$ cat src/rtl/i2c_target_regs.sv
`timescale 1ns/1ps
// I2C target: oversampled SCL/SDA, 7-bit address match, register pointer,
// burst writes and sequential reads over a byte-wide register file.
module i2c_target_regs #(
    parameter logic [6:0]  TARGET_ADDR = 7'h50,
    parameter int unsigned REG_DEPTH   = 16,
    parameter int unsigned SYNC_STAGES = 2,
    localparam int unsigned AW         = $clog2(REG_DEPTH)
) (
    input  logic          clk_25MHz,
    input  logic          rst_n,
    input  logic          scl_i,
    input  logic          sda_i,
    output logic          sda_oe,
    input  logic [AW-1:0] host_addr,
    output logic [7:0]    host_rdata,
    output logic          wr_pulse,
    output logic [AW-1:0] wr_addr,
    output logic [7:0]    wr_data,
    output logic          busy
);

    localparam logic [3:0] ST_IDLE      = 4'd0;
    localparam logic [3:0] ST_ADDR      = 4'd1;
    localparam logic [3:0] ST_ADDR_ACK  = 4'd2;
    localparam logic [3:0] ST_REG       = 4'd3;
    localparam logic [3:0] ST_REG_ACK   = 4'd4;
    localparam logic [3:0] ST_WDATA     = 4'd5;
    localparam logic [3:0] ST_WDATA_ACK = 4'd6;
    localparam logic [3:0] ST_RDATA     = 4'd7;
    localparam logic [3:0] ST_RACK      = 4'd8;
    localparam logic [3:0] ST_IGNORE    = 4'd9;

    logic [SYNC_STAGES-1:0] scl_sync, sda_sync;
    logic                   scl_d, sda_d;
    logic                   scl_s, sda_s;
    logic                   scl_r_c, scl_f_c, sda_r_c, sda_f_c;
    logic                   start_c, stop_c;

    logic [3:0]    state_q, state_nxt;
    logic [3:0]    bit_cnt_q, bit_cnt_nxt;
    logic [7:0]    shreg_q, shreg_nxt;
    logic [AW-1:0] ptr_q, ptr_nxt;
    logic          sda_oe_nxt, busy_nxt, wr_pulse_nxt;
    logic [AW-1:0] wr_addr_nxt;
    logic [7:0]    wr_data_nxt;
    logic [7:0]    rx_byte_c, rd_byte_c;

    logic [7:0]    regs [REG_DEPTH];

    // Synchronisers plus one extra copy for edge detection
    always_ff @(posedge clk_25MHz or negedge rst_n) begin
        if (!rst_n) begin
            scl_sync <= '1;
            sda_sync <= '1;
            scl_d    <= 1'b1;
            sda_d    <= 1'b1;
        end else begin
            scl_sync <= {scl_sync[SYNC_STAGES-2:0], scl_i};
            sda_sync <= {sda_sync[SYNC_STAGES-2:0], sda_i};
            scl_d    <= scl_sync[SYNC_STAGES-1];
            sda_d    <= sda_sync[SYNC_STAGES-1];
        end
    end

    assign scl_s   = scl_sync[SYNC_STAGES-1];
    assign sda_s   = sda_sync[SYNC_STAGES-1];
    assign scl_r_c = scl_s & ~scl_d;
    assign scl_f_c = ~scl_s & scl_d;
    assign sda_r_c = sda_s & ~sda_d;
    assign sda_f_c = ~sda_s & sda_d;
    // SCL stable high on both copies excludes a coincident SCL edge
    assign start_c = sda_f_c & scl_s & scl_d;
    assign stop_c  = sda_r_c & scl_s & scl_d;

    assign rx_byte_c = {shreg_q[6:0], sda_s};
    assign rd_byte_c = regs[ptr_q];

    always_ff @(posedge clk_25MHz or negedge rst_n) begin
        if (!rst_n) begin
            state_q    <= ST_IDLE;
            bit_cnt_q  <= 4'd0;
            shreg_q    <= 8'h00;
            ptr_q      <= '0;
            sda_oe     <= 1'b0;
            busy       <= 1'b0;
            wr_pulse   <= 1'b0;
            wr_addr    <= '0;
            wr_data    <= 8'h00;
        end else begin
            state_q    <= state_nxt;
            bit_cnt_q  <= bit_cnt_nxt;
            shreg_q    <= shreg_nxt;
            ptr_q      <= ptr_nxt;
            sda_oe     <= sda_oe_nxt;
            busy       <= busy_nxt;
            wr_pulse   <= wr_pulse_nxt;
            wr_addr    <= wr_addr_nxt;
            wr_data    <= wr_data_nxt;
        end
    end

    always_comb begin
        state_nxt    = state_q;
        bit_cnt_nxt  = bit_cnt_q;
        shreg_nxt    = shreg_q;
        ptr_nxt      = ptr_q;
        sda_oe_nxt   = sda_oe;
        busy_nxt     = busy;
        wr_pulse_nxt = 1'b0;
        wr_addr_nxt  = wr_addr;
        wr_data_nxt  = wr_data;

        if (stop_c) begin
            state_nxt  = ST_IDLE;
            sda_oe_nxt = 1'b0;
            busy_nxt   = 1'b0;
        end else if (start_c) begin
            state_nxt   = ST_ADDR;
            bit_cnt_nxt = 4'd0;
            sda_oe_nxt  = 1'b0;
            busy_nxt    = 1'b0;
        end else begin
            case (state_q)
                ST_IDLE: ;
                ST_ADDR: if (scl_r_c) begin
                    shreg_nxt   = rx_byte_c;
                    bit_cnt_nxt = bit_cnt_q + 4'd1;
                    if (bit_cnt_q == 4'd7) begin
                        bit_cnt_nxt = 4'd0;
                        if (rx_byte_c[7:1] == TARGET_ADDR) begin
                            state_nxt = ST_ADDR_ACK;
                            busy_nxt  = 1'b1;
                        end else begin
                            state_nxt = ST_IGNORE;
                        end
                    end
                end
                // ACK phases: sda_oe low means the ACK bit has not started yet
                ST_ADDR_ACK, ST_REG_ACK, ST_WDATA_ACK: if (scl_f_c) begin
                    if (!sda_oe) begin
                        sda_oe_nxt = 1'b1;
                    end else begin
                        sda_oe_nxt  = 1'b0;
                        bit_cnt_nxt = 4'd0;
                        if (state_q == ST_ADDR_ACK && shreg_q[0]) begin
                            state_nxt  = ST_RDATA;
                            shreg_nxt  = rd_byte_c;
                            sda_oe_nxt = ~rd_byte_c[7];
                        end else if (state_q == ST_ADDR_ACK) begin
                            state_nxt = ST_REG;
                        end else begin
                            state_nxt = ST_WDATA;
                        end
                    end
                end
                ST_REG: if (scl_r_c) begin
                    shreg_nxt   = rx_byte_c;
                    bit_cnt_nxt = bit_cnt_q + 4'd1;
                    if (bit_cnt_q == 4'd7) begin
                        ptr_nxt   = rx_byte_c[AW-1:0];
                        state_nxt = ST_REG_ACK;
                    end
                end
                ST_WDATA: if (scl_r_c) begin
                    shreg_nxt   = rx_byte_c;
                    bit_cnt_nxt = bit_cnt_q + 4'd1;
                    if (bit_cnt_q == 4'd7) begin
                        wr_pulse_nxt = 1'b1;
                        wr_addr_nxt  = ptr_q;
                        wr_data_nxt  = rx_byte_c;
                        ptr_nxt      = ptr_q + AW'(1);
                        state_nxt    = ST_WDATA_ACK;
                    end
                end
                // bit_cnt counts bits already clocked out; MSB sits in shreg[7]
                ST_RDATA: begin
                    if (scl_r_c) begin
                        bit_cnt_nxt = bit_cnt_q + 4'd1;
                    end else if (scl_f_c) begin
                        if (bit_cnt_q == 4'd8) begin
                            sda_oe_nxt = 1'b0;
                            state_nxt  = ST_RACK;
                        end else begin
                            shreg_nxt  = {shreg_q[6:0], shreg_q[7]};
                            sda_oe_nxt = ~shreg_q[6];
                        end
                    end
                end
                // Only an ACK keeps us here, so any falling edge starts the next byte
                ST_RACK: begin
                    if (scl_r_c) begin
                        if (sda_s) state_nxt = ST_IGNORE;
                        else       ptr_nxt   = ptr_q + AW'(1);
                    end else if (scl_f_c) begin
                        state_nxt   = ST_RDATA;
                        bit_cnt_nxt = 4'd0;
                        shreg_nxt   = rd_byte_c;
                        sda_oe_nxt  = ~rd_byte_c[7];
                    end
                end
                ST_IGNORE: sda_oe_nxt = 1'b0;
                default: begin
                    state_nxt  = ST_IDLE;
                    sda_oe_nxt = 1'b0;
                end
            endcase
        end
    end

    // Register file and registered fabric read port
    always_ff @(posedge clk_25MHz or negedge rst_n) begin
        if (!rst_n) begin
            for (int i = 0; i < int'(REG_DEPTH); i++) regs[i] <= 8'h00;
            host_rdata <= 8'h00;
        end else begin
            if (wr_pulse_nxt) regs[wr_addr_nxt] <= wr_data_nxt;
            host_rdata <= regs[host_addr];
        end
    end

endmodule

$ cat config.mk
export PLATFORM = sky130hd
export DESIGN_NAME = i2c_target_regs
export DESIGN_NICKNAME = d
export VERILOG_FILES = /design/src/rtl/i2c_target_regs.sv
export SDC_FILE = /design/constraint.sdc
export NUM_CORES = 1
export LEC_CHECK = 0
export CORE_AREA = 8 8 143 145
export CTS_BUF_LIST = sky130_fd_sc_hd__clkbuf_8
export CTS_CLUSTER_SIZE = 14
export DETAILED_ROUTE_END_ITERATION = 8
export DIE_AREA = 0 0 151 153
export PLACE_DENSITY = 0.78
export SETUP_SLACK_MARGIN = 0.4
export SYNTH_ARGS = -nofsm -noshare
export SYNTH_HDL_FRONTEND = slang
export SYNTH_SLANG_ARGS = --single-unit
$ cat constraint.sdc
create_clock -name clk_25MHz -period 2.45 [get_ports clk_25MHz]
set_input_delay 0.49 -clock clk_25MHz [delete_from_list [all_inputs] [get_ports clk_25MHz]]
set_output_delay 0.49 -clock clk_25MHz [all_outputs]
set_load 0.05 [all_outputs]
==> impl_metrics.csv, run 1 <==
group,metric,value,unit
logic_synthesis,muxShareOfSynthArea,21.0,%
die,io_pins,31,
logic_synthesis,synth_simple_gate_area_share,13.5,%
sta,hold_slack,-0.00706,ns
sta,worst_slew_pin_slew,0.590,ns
route,first_pass_iters,5,
layout,area_growth_syn_to_layout,32.6,%
critical_path,endpoint,"regs[69]",
die,rows,50,
sta,min_period,2.31,ns
route,wl,31900,um
critical_path,r2r-start,"state_q[0]",
critical_path,cp_data_arrival_time,2.69,ns
run_status,violations,"hold timing",
placement,gp_congestion,0.904,
clock_tree,clk_latency,0.48,ns
global_route,grt_use_total,24.3,%
die,core,18300,um^2
logic_synthesis,ys_seq_area_share,46.8,%
route,antenna_left,0,
sta,finalSetupViolations,0,
sta,period_share,94.3,%
layout,diodes,0,
placement,place.port_buffers,30,
global_route,grt_overflow,0,
logic_synthesis,syn_nets,867,
global_route,grt_max_degree,59,
layout,nets,973,
layout,final_cell_mix,"dfrtp_1, a21oi_2, mux4_2",
route,drc_errors,0,
run_status,status,"complete, but fails checks",
critical_path,reg2reg_to,"regs[69]",
logic_synthesis,synth-edff-count,0,
logic_synthesis,syn_inst,854,
logic_synthesis,synth-compound-area-share,13.1,%
global_route,antenna_found_initial,0,
critical_path,crit_type,"flop to flop",
power,power.density,712,nW/um^2
placement,dp.final_hpwl,16000,um
clock_tree,cts_tree,"yes",
route,via_per_inst,6.91,
sta,hold_viol_final,5,
critical_path,reg2reg_depth,10,
layout,layout_commonest_cell,"dfrtp_1",
layout,post_layout_nonfiller_instances,1207,
hold_path,min_path_type,"input pin to asynchronous set/reset pin",
logic_synthesis,ys.flop_type,"dfrtp_1",
logic_synthesis,avgSynthCellArea,11.1,um^2
route,num_vias,8346,
logic_synthesis,synth_cell_types,65,
logic_synthesis,yosysTopAreaCellShare,45.1,%
clock_tree,root_buffer,"clkbuf_8",
logic_synthesis,synth.area.top_cells,"dfrtp_1, mux4_2, a21oi_1",
critical_path,critPathCaptureType,"flop",
logic_synthesis,syn_area,9480,um^2
logic_synthesis,synth_top_family_by_area,"multiplexers",
die,chipHeight,153,um
clock_tree,clkSinkCount,177,
logic_synthesis,yosysTopAreaCell,"dfrtp_1",
critical_path,crit_path_start_kind,"flop",
clock_tree,cts_made_buffers,17,
critical_path,critPathMaxFanout,8,
clock_tree,clockBufferDepth,2,
logic_synthesis,synth_seq_cells,177,
route,wl_per_cell,26.4,um
global_route,grt_pass1_wl,43900,um
die,start_util,51.9,%
critical_path,reg2reg_slack,0.14,ns
logic_synthesis,synthXorXnorAreaFrac,0.277,%
global_route,grt_pass1_vias,7992,
sta,max_slew_margin,60.3,%
power,ir_worst_vdd,0.000787,V
sta,grt_setup_unrepaired,"true",
clock_tree,ctsHtreeMaxLevel,4,
logic_synthesis,synth_warnings,0,
sta,max_clock_freq,433,MHz
sta,skew,0.0126,ns
route,drt_iter0_markers,1097,
critical_path,cp.required,2.83,ns
layout,drive_gt1_share,46.0,%
sta,drv_slew,0,
layout,fillers,1119,
placement,dp.cells,1099,
power,p_leak,0.00556,uW
die,die-area,23100,um^2
logic_synthesis,async_reset_ff_share,100,%
sta,finalSetupTns,0,ns
flow_run,maxCapViolations,0,
logic_synthesis,synthAdderAreaFrac,0.660,%
die,die_x,151,um
clock_tree,path_clk_slew,0.10,ns
critical_path,cp-startpoint,"state_q[0]",
==> kinds of logic (layout without fill, tap and decap cells) <==
family | after synthesis | in the layout
AO/OA/AOI/OAI | 209 | 210
XOR/XNOR | 3 | 3
adder cells (fa/ha/maj) | 5 | 5
buffers and inverters | 87 | 202
flip-flops | 177 | 177
multiplexers | 119 | 119
AND/OR/NAND/NOR | 254 | 257
==> metal layers <==
metal / global-route usage (%) / vias to the layer above / part of all wire [%]
li1: - / 3336 / -
met1: 30.1 / 4134 / 34
met2: 38.9 / 672 / 50
met3: 5.46 / 204 / 9.3
met4: 12.8 / 0 / 6.4
met5: 0 / - / 0
==> synthesized netlist by cell type, types with 7 or more instances <==
library cell and n:
mux4_2 57, a21oi_1 108, buf_2 30, mux2i_1 37
nand3_1 14, dfrtp_1 171, nor2b_1 7, inv_1 18
nand2_1 68, nor2_1 117, a22oi_1 21, clkbuf_1 23
o21ai_1 10, o21ai_0 26, mux2_2 18, buf_4 8
==> sequential cells by signal, summed over array words and instances, names as in the netlist <==
signal / cells
scl_d: 1
regs: 128
bit_cnt_q: 4
scl_sync: 2
host_rdata: 8
state_q: 4
busy: 1
ptr_q: 4
sda_oe: 1
sda_sync: 2
sda_d: 1
wr_addr: 4
shreg_q: 8
wr_pulse: 1
wr_data: 8
==> worst min path at each step <==
| stage | start | endpoint | depth (start not counted) | slack (ns) |
|---|---|---|---|---|
| final | rst_n | regs[124] | 1 | -0.007 |
| after global routing | rst_n | regs[100] | 1 | 0.03 |
| after CTS | rst_n | regs[68] | 1 | 0.01 |
| after detailed placement | scl_sync[0] | scl_sync[1] | 0 | 0.35 |
| after global placement | sda_sync[0] | sda_sync[1] | 0 | 0.35 |
| after floorplan | rst_n | bit_cnt_q[0] | 0 | 0.19 |
==> worst max-delay path: stages (launching register included) <==
cell	delay (ns)
dfrtp_2	0.42
buf_4	0.14
and4bb_4	0.28
o2111ai_4	0.15
buf_6	0.17
buf_12	0.14
buf_12	0.14
nor3_4	0.23
buf_6	0.22
nor2_1	0.07
a21oi_1	0.22
==> report_power, final <==
group,internal [uW],switching (uW)
clock,868,1210
combinational,1530,1940
sequential,3070,317
total,5480,3470
==> what timing repair did <==
action | 4_1_cts | 5_1_grt
setup endpoints to repair | 175 | 147
cloned | 14 | 6
pin swaps | 39 | 55
gates resized for setup | 131 | 206
hold buffers | 0 | 0
setup buffers | 39 | 17
==> through the flow <==
stage / total power (uW) / setup slack, ns / area (um^2) / utilization, % / hold slack, ns
floorplan: 5320 / 0.343 / 9630 / - / 0.194
global placement: 6070 / 0.103 / 10300 / 56.3 / 0.347
detailed placement: 6130 / 0.0335 / 10300 / 56.3 / 0.351
CTS: 8590 / 0.307 / 11600 / 63.7 / 0.0101
global route: 9260 / 0.112 / 12600 / 68.8 / 0.0257
finish: 8950 / 0.140 / 12600 / 68.8 / -0.00706
==> layout make-up <==
cell class / count / area, um^2 / share of cell area, %
clock buffers: 18 / 248 / 1.97
clock inverters: 14 / 145 / 1.16
inverters: 18 / 70.1 / 0.558
multi-input cells: 594 / 5560 / 44.3
flip-flops and latches: 177 / 4440 / 35.4
well taps: 234 / 293 / 2.33
repair buffers: 152 / 1800 / 14.4
No activity file was read; power rests on OpenSTA's default activity.
==> run 2, diff against run 1 <==
--- a/config.mk
+++ b/config.mk
@@ -5,11 +5,11 @@
 export SDC_FILE = /design/constraint.sdc
 export NUM_CORES = 1
 export LEC_CHECK = 0
-export CORE_AREA = 8 8 143 145
+export CORE_AREA = 4 4 139 141
 export CTS_BUF_LIST = sky130_fd_sc_hd__clkbuf_8
 export CTS_CLUSTER_SIZE = 14
 export DETAILED_ROUTE_END_ITERATION = 8
-export DIE_AREA = 0 0 151 153
+export DIE_AREA = 0 0 143 145
 export PLACE_DENSITY = 0.78
 export SETUP_SLACK_MARGIN = 0.4
 export SYNTH_ARGS = -nofsm -noshare
==> run 2 against run 1 <==
  * The flow now finishes without violations
  * Setup slack improved by 0.060 ns
  * Hold slack improved by 0.37 ns
  * Die area decreased by 10%
  * Register-to-register slack improved by 0.06 ns
  * Largest cell class unchanged
  * Critical endpoint is now regs[113]
  * Sequential share of layout area increased by 0.11 points
  * Final area decreased by 0.31%
==> impl_metrics.csv, run 2 (synthesized netlist as in run 1, its figures left out) <==
group,metric,value,unit
global_route,grt_pass1_vias,7862,
critical_path,crit_type,"flop to flop",
die,core,18000,um^2
placement,gp_congestion,0.931,
critical_path,crit_path_start_kind,"flop",
route,num_vias,8321,
layout,area_growth_syn_to_layout,32.2,%
sta,drv_slew,0,
die,rows,49,
layout,final-seq-area,4440,um^2
layout,fillers,1067,
critical_path,cp_data_arrival_time,2.63,ns
route,first_pass_iters,8,
sta,max_slew_margin,57.7,%
layout,design_area,12500,um^2
global_route,grt_pass1_wl,42900,um
sta,max_clock_freq,445,MHz
die,die-area,20700,um^2
critical_path,critPathBufInv,3,
critical_path,cp_top_family,"simple AND/OR/NAND/NOR gates",
layout,largest_reg_flops,128,
layout,layout_commonest_cell,"dfrtp_1",
critical_path,critPathMaxFanout,8,
die,chipHeight,145,um
power,power.share.clock,23.4,%
power,p_leak,0.00558,uW
sta,hold_viol_final,0,
critical_path,reg2reg_slack,0.20,ns
sta,grt_setup_unrepaired,"true",
critical_path,slowest_delay,0.53,ns
global_route,antenna_found_initial,0,
global_route,grt_use_total,26.3,%
hold_path,min_path_type,"flop to flop",
clock_tree,cts_tree,"yes",
hold_path,holdPathEnd,"sda_sync[1]",
sta,finalSetupViolations,0,
route,drt_iter0_markers,1023,
placement,dp.final_hpwl,16100,um
placement,dp.cells,1102,
power,p_sw_share,38.2,%
sta,fin_ws,0.201,ns
route,wl_per_cell,26.5,um
hold_path,hold_depth,0,
critical_path,reg2reg_to,"regs[113]",
layout,post_layout_nonfiller_instances,1208,
clock_tree,clk_latency,0.50,ns
placement,place_worst_setup_slack,-0.0135,ns
power,internal_power,5680,uW
clock_tree,ctsHtreeMaxLevel,4,
clock_tree,path_clk_slew,0.10,ns
critical_path,cp.required,2.83,ns
layout,drive_gt1_share,43.7,%
placement,place.port_buffers,30,
die,io_pins,31,
power,power.density,734,nW/um^2
power,pwr-share-comb,40.4,%
placement,dpl_cell_area,10400,um^2
layout,largest_register,"regs",
route,via_per_inst,6.89,
die,start_util,52.8,%
critical_path,critPathCaptureType,"flop",
critical_path,crit_chain,"and4bb_2, o2111ai_4, buf_12, buf_6, buf_6, or4_4, nand2_2, o21ai_1",
power,p_sw,3510,uW
critical_path,r2r-start,"state_q[1]",
global_route,grt_max_degree,56,
layout,diodes,0,
critical_path,reg2reg_depth,8,
power,ir_worst_vdd,0.000737,V
sta,period_share,91.8,%
run_status,status,"complete, no violations",
layout,multiInputGateArea,5480,um^2
sta,hold_slack,0.363,ns
clock_tree,cts_made_buffers,17,
route,antenna_left,0,
layout,final_cell_mix,"dfrtp_1, nor2_1, buf_4",
route,wl,32000,um
critical_path,critical-path-slowest-cell,"or4_4",
flow_run,maxCapViolations,0,
sta,min_period,2.25,ns
hold_path,hp-start,"sda_sync[0]",
clock_tree,root_buffer,"clkbuf_8",
route,drc_errors,0,
clock_tree,clkSinkCount,177,
die,die_x,143,um
layout,nets,979,
clock_tree,clockBufferDepth,2,
critical_path,crit_path_frequent_cell,"buf_6",
power,pwr-share-seq,36.3,%
global_route,grt_overflow,0,
sta,worst_slew_pin_slew,0.629,ns
sta,skew,0.0219,ns
==> run 2: worst max path at each step <==
stage | from | endpoint | cells after the start
finish | state_q[1] | regs[113] | 8
global route | state_q[1] | regs[97] | 8
CTS | state_q[0] | shreg_q[3] | 7
detailed placement | scl_sync[1] | regs[121] | 5
global placement | bit_cnt_q[0] | regs[71] | 5
floorplan | scl_sync[1] | regs[118] | 9
==> run 2: timing repair <==
action / CTS / global route
buffers inserted: 37 / 20
hold endpoints to repair: 50 / 0
hold buffers: 1 / 0
setup endpoints to repair: 182 / 155
pin swaps: 49 / 29
cloned: 6 / 10
resized for setup: 117 / 169
==> run 2: stage by stage <==
stage | TNS (ns) | util (%) | power, uW
after detailed placement | -0.0371 | 57.7 | 6190
after global routing | 0 | 69.7 | 9530
after global placement | 0 | 57.7 | 6130
after floorplan | 0 | - | 5320
final | 0 | 69.7 | 9190
after CTS | 0 | 64.2 | 8770
==> run 2: power groups by stage <==
stage	logic (uW)	registers (uW)	clock network (uW)
6_report	3710	3330	2150
3_5_place_dp	2830	3360	0
4_1_cts	3330	3300	2130
3_3_place_gp	2770	3360	0
2_1_floorplan	2040	3280	0
5_1_grt	3920	3350	2260
==> run 2: layer usage <==
metal | global-route usage [%] | vias to the layer above | share of wire (%)
li1 | - | 3343 | -
met1 | 34.3 | 4089 | 34
met2 | 42.0 | 689 | 49
met3 | 7.11 | 200 | 10
met4 | 10.3 | 0 | 6.5
met5 | 0 | - | 0
==> run 2: cell type report <==
cell class	count	area share, %
Timing Repair Buffer	158	14.7
Sequential cell	177	35.5
Tap cell	229	2.29
Multi-Input combinational cell	594	43.7
Clock buffer	18	1.98
Inverter	18	0.559
Clock inverter	14	1.25
==> run 3, diff against run 2 <==
==> constraint.sdc (replaced) <==
create_clock -name clk_25MHz -period 2.3 [get_ports clk_25MHz]
set_input_delay 0.46 -clock clk_25MHz [delete_from_list [all_inputs] [get_ports clk_25MHz]]
set_output_delay 0.46 -clock clk_25MHz [all_outputs]
set_load 0.05 [all_outputs]
==> run 3 against run 2 <==
  * The flow now finishes with violations (setup timing)
  * Critical path depth shrank 1
  * Final area rose by 9.6%
  * Register-to-register slack lost 0.59 ns
  * Total power grew 17%
  * Clock skew down 0.0022 ns
  * Clock-buffer cell count did not move
  * Final cell count is 3.1% higher
  * Critical path type unchanged
  * Largest power group unchanged
==> impl_metrics.csv, run 3 (synthesized netlist as in run 1, its figures left out) <==
group,metric,value,unit
run_status,status,"complete, but fails checks",
run_status,violations,"setup timing",
route,met3_length,5310,um
global_route,grt_pass1_vias,8398,
power,total_power,10800,uW
sta,hold_viol_final,0,
sta,skew,0.0197,ns
power,power.share.clock,22.0,%
layout,drive_gt1_share,58.1,%
clock_tree,root_buffer,"clkbuf_8",
sta,drv_slew,0,
sta,period_share,117,%
layout,fillers,870,
sta,fin_ws,-0.388,ns
placement,place_worst_setup_slack,-0.0272,ns
critical_path,critPathMaxFanout,8,
clock_tree,path_clk_slew,0.11,ns
clock_tree,cts_tree,"yes",
layout,fin_util,76.5,%
placement,place.port_buffers,30,
route,antenna_left,0,
route,drt-met1-wl,12800,um
power,pwr-share-seq,33.6,%
route,first_pass_iters,6,
global_route,grt_overflow,0,
global_route,antenna_found_initial,2,
route,wl_per_cell,32.1,um
layout,diodes,0,
layout,final_cell_mix,"dfrtp_1, a21oi_2, buf_4",
critical_path,crit_type,"flop to flop",
sta,min_period,2.69,ns
global_route,grt_use_total,29.5,%
power,power.density,786,nW/um^2
route,drt_iter0_markers,1631,
clock_tree,clockBufferDepth,2,
route,drc_errors,0,
die,die_x,143,um
power,ir_worst_vdd,0.00102,V
power,p_sw,4360,uW
power,pwr-share-comb,44.5,%
power,p_leak,0.00595,uW
sta,hold_slack,0.341,ns
route,via_per_inst,7.50,
die,core,18000,um^2
die,rows,49,
route,num_vias,9340,
die,start_util,52.8,%
die,die-area,20700,um^2
critical_path,crit_path_start_kind,"flop",
layout,largest_reg_flops,128,
placement,dp.final_hpwl,16400,um
layout,area_growth_syn_to_layout,44.9,%
global_route,grt_max_degree,59,
clock_tree,clk_latency,0.51,ns
layout,nets,1017,
critical_path,critPathCaptureType,"flop",
clock_tree,cts_made_buffers,17,
clock_tree,ctsHtreeMaxLevel,4,
sta,max_slew_margin,47.7,%
route,wl_met2,18300,um
flow_run,maxCapViolations,0,
critical_path,cp.required,2.64,ns
layout,layout_commonest_cell,"dfrtp_1",
route,wl,40000,um
die,chipHeight,145,um
power,p_sw_share,40.4,%
die,io_pins,31,
placement,gp_congestion,0.931,
hold_path,min_path_type,"flop to flop",
route,top_layer,"met5",
sta,finalSetupViolations,25,
power,internal_power,6440,uW
sta,grt_setup_unrepaired,"true",
sta,max_clock_freq,372,MHz
global_route,grt_pass1_wl,47600,um
clock_tree,clkSinkCount,177,
layout,largest_register,"regs",
critical_path,cp_data_arrival_time,3.03,ns
sta,worst_slew_pin_slew,0.783,ns
## run 3: cell types whose count changed in the layout (fill, tap and decap cells not counted), moves of 10 or more
cell,previous run,this run
a21oi_1,56,13
a21oi_2,51,85
buf_6,27,48
dlygate4sd2_1,23,11
nand2_1,53,33
nand2_2,15,25
nor2_1,84,44
nor2_4,22,57
## run 3: layer usage
| layer | up-vias | global-route usage [%] |
|---|---|---|
| met5 | - | 0 |
| met2 | 1048 | 47.1 |
| met4 | 2 | 13.6 |
| met3 | 404 | 7.93 |
| li1 | 3419 | - |
| met1 | 4467 | 37.5 |
## run 3: worst paths after layout
check | start | endpoint | slack [ns] | depth (start not counted)
worst max-delay path | state_q[1] | regs[127] | -0.39 | 7
worst min-delay path | scl_sync[0] | scl_sync[1] | 0.34 | 0
worst max register to register | state_q[1] | regs[127] | -0.39 | 7
worst min register to register | scl_sync[0] | scl_sync[1] | 0.34 | 0
max in group asynchronous | rst_n | scl_sync[0] | 1.13 | 3
min in group asynchronous | rst_n | regs[100] | 0.46 | 2
## run 3: worst max-delay path: stages, from the launching register on
cell	delay [ns]
dfrtp_2	0.45
buf_12	0.13
and4bb_4	0.37
o2111ai_4	0.15
buf_4	0.18
or4b_4	0.59
buf_8	0.18
o21ai_1	0.48
## run 3: cell type report
type | count | area (um^2) | area share (%)
timing repair buffer | 197 | 2380 | 17.3
inverter | 18 | 87.6 | 0.638
multi-input combinational | 593 | 6120 | 44.5
tap | 229 | 287 | 2.09
sequential | 177 | 4450 | 32.4
clock inverter | 14 | 169 | 1.23
clock buffer | 18 | 248 | 1.80
## run 3: metrics by stage
step,cell area (um^2),instances,setup TNS (ns)
floorplan,9750,854,0
global placement,10400,1104,0
detailed placement,10400,1104,-0.101
CTS,12300,1212,0
global route,13700,1246,-1.63
finish,13700,1246,-0.965
## run 3: power groups by stage
stage	Clock [uW]	Combinational [uW]	Sequential (uW)
floorplan	0	2210	3490
global placement	0	2920	3610
detailed placement	0	2970	3620
CTS	2280	3900	3560
global route	2480	4860	3620
finish	2370	4800	3620
## run 3: repair_timing
action	CTS	global route
endpoints found under the setup margin	178	170
endpoints found under the hold margin	43	0
hold buffers	1	0
gates resized for setup	208	316
cloned	15	11
setup buffers	60	23
pin swaps	55	74
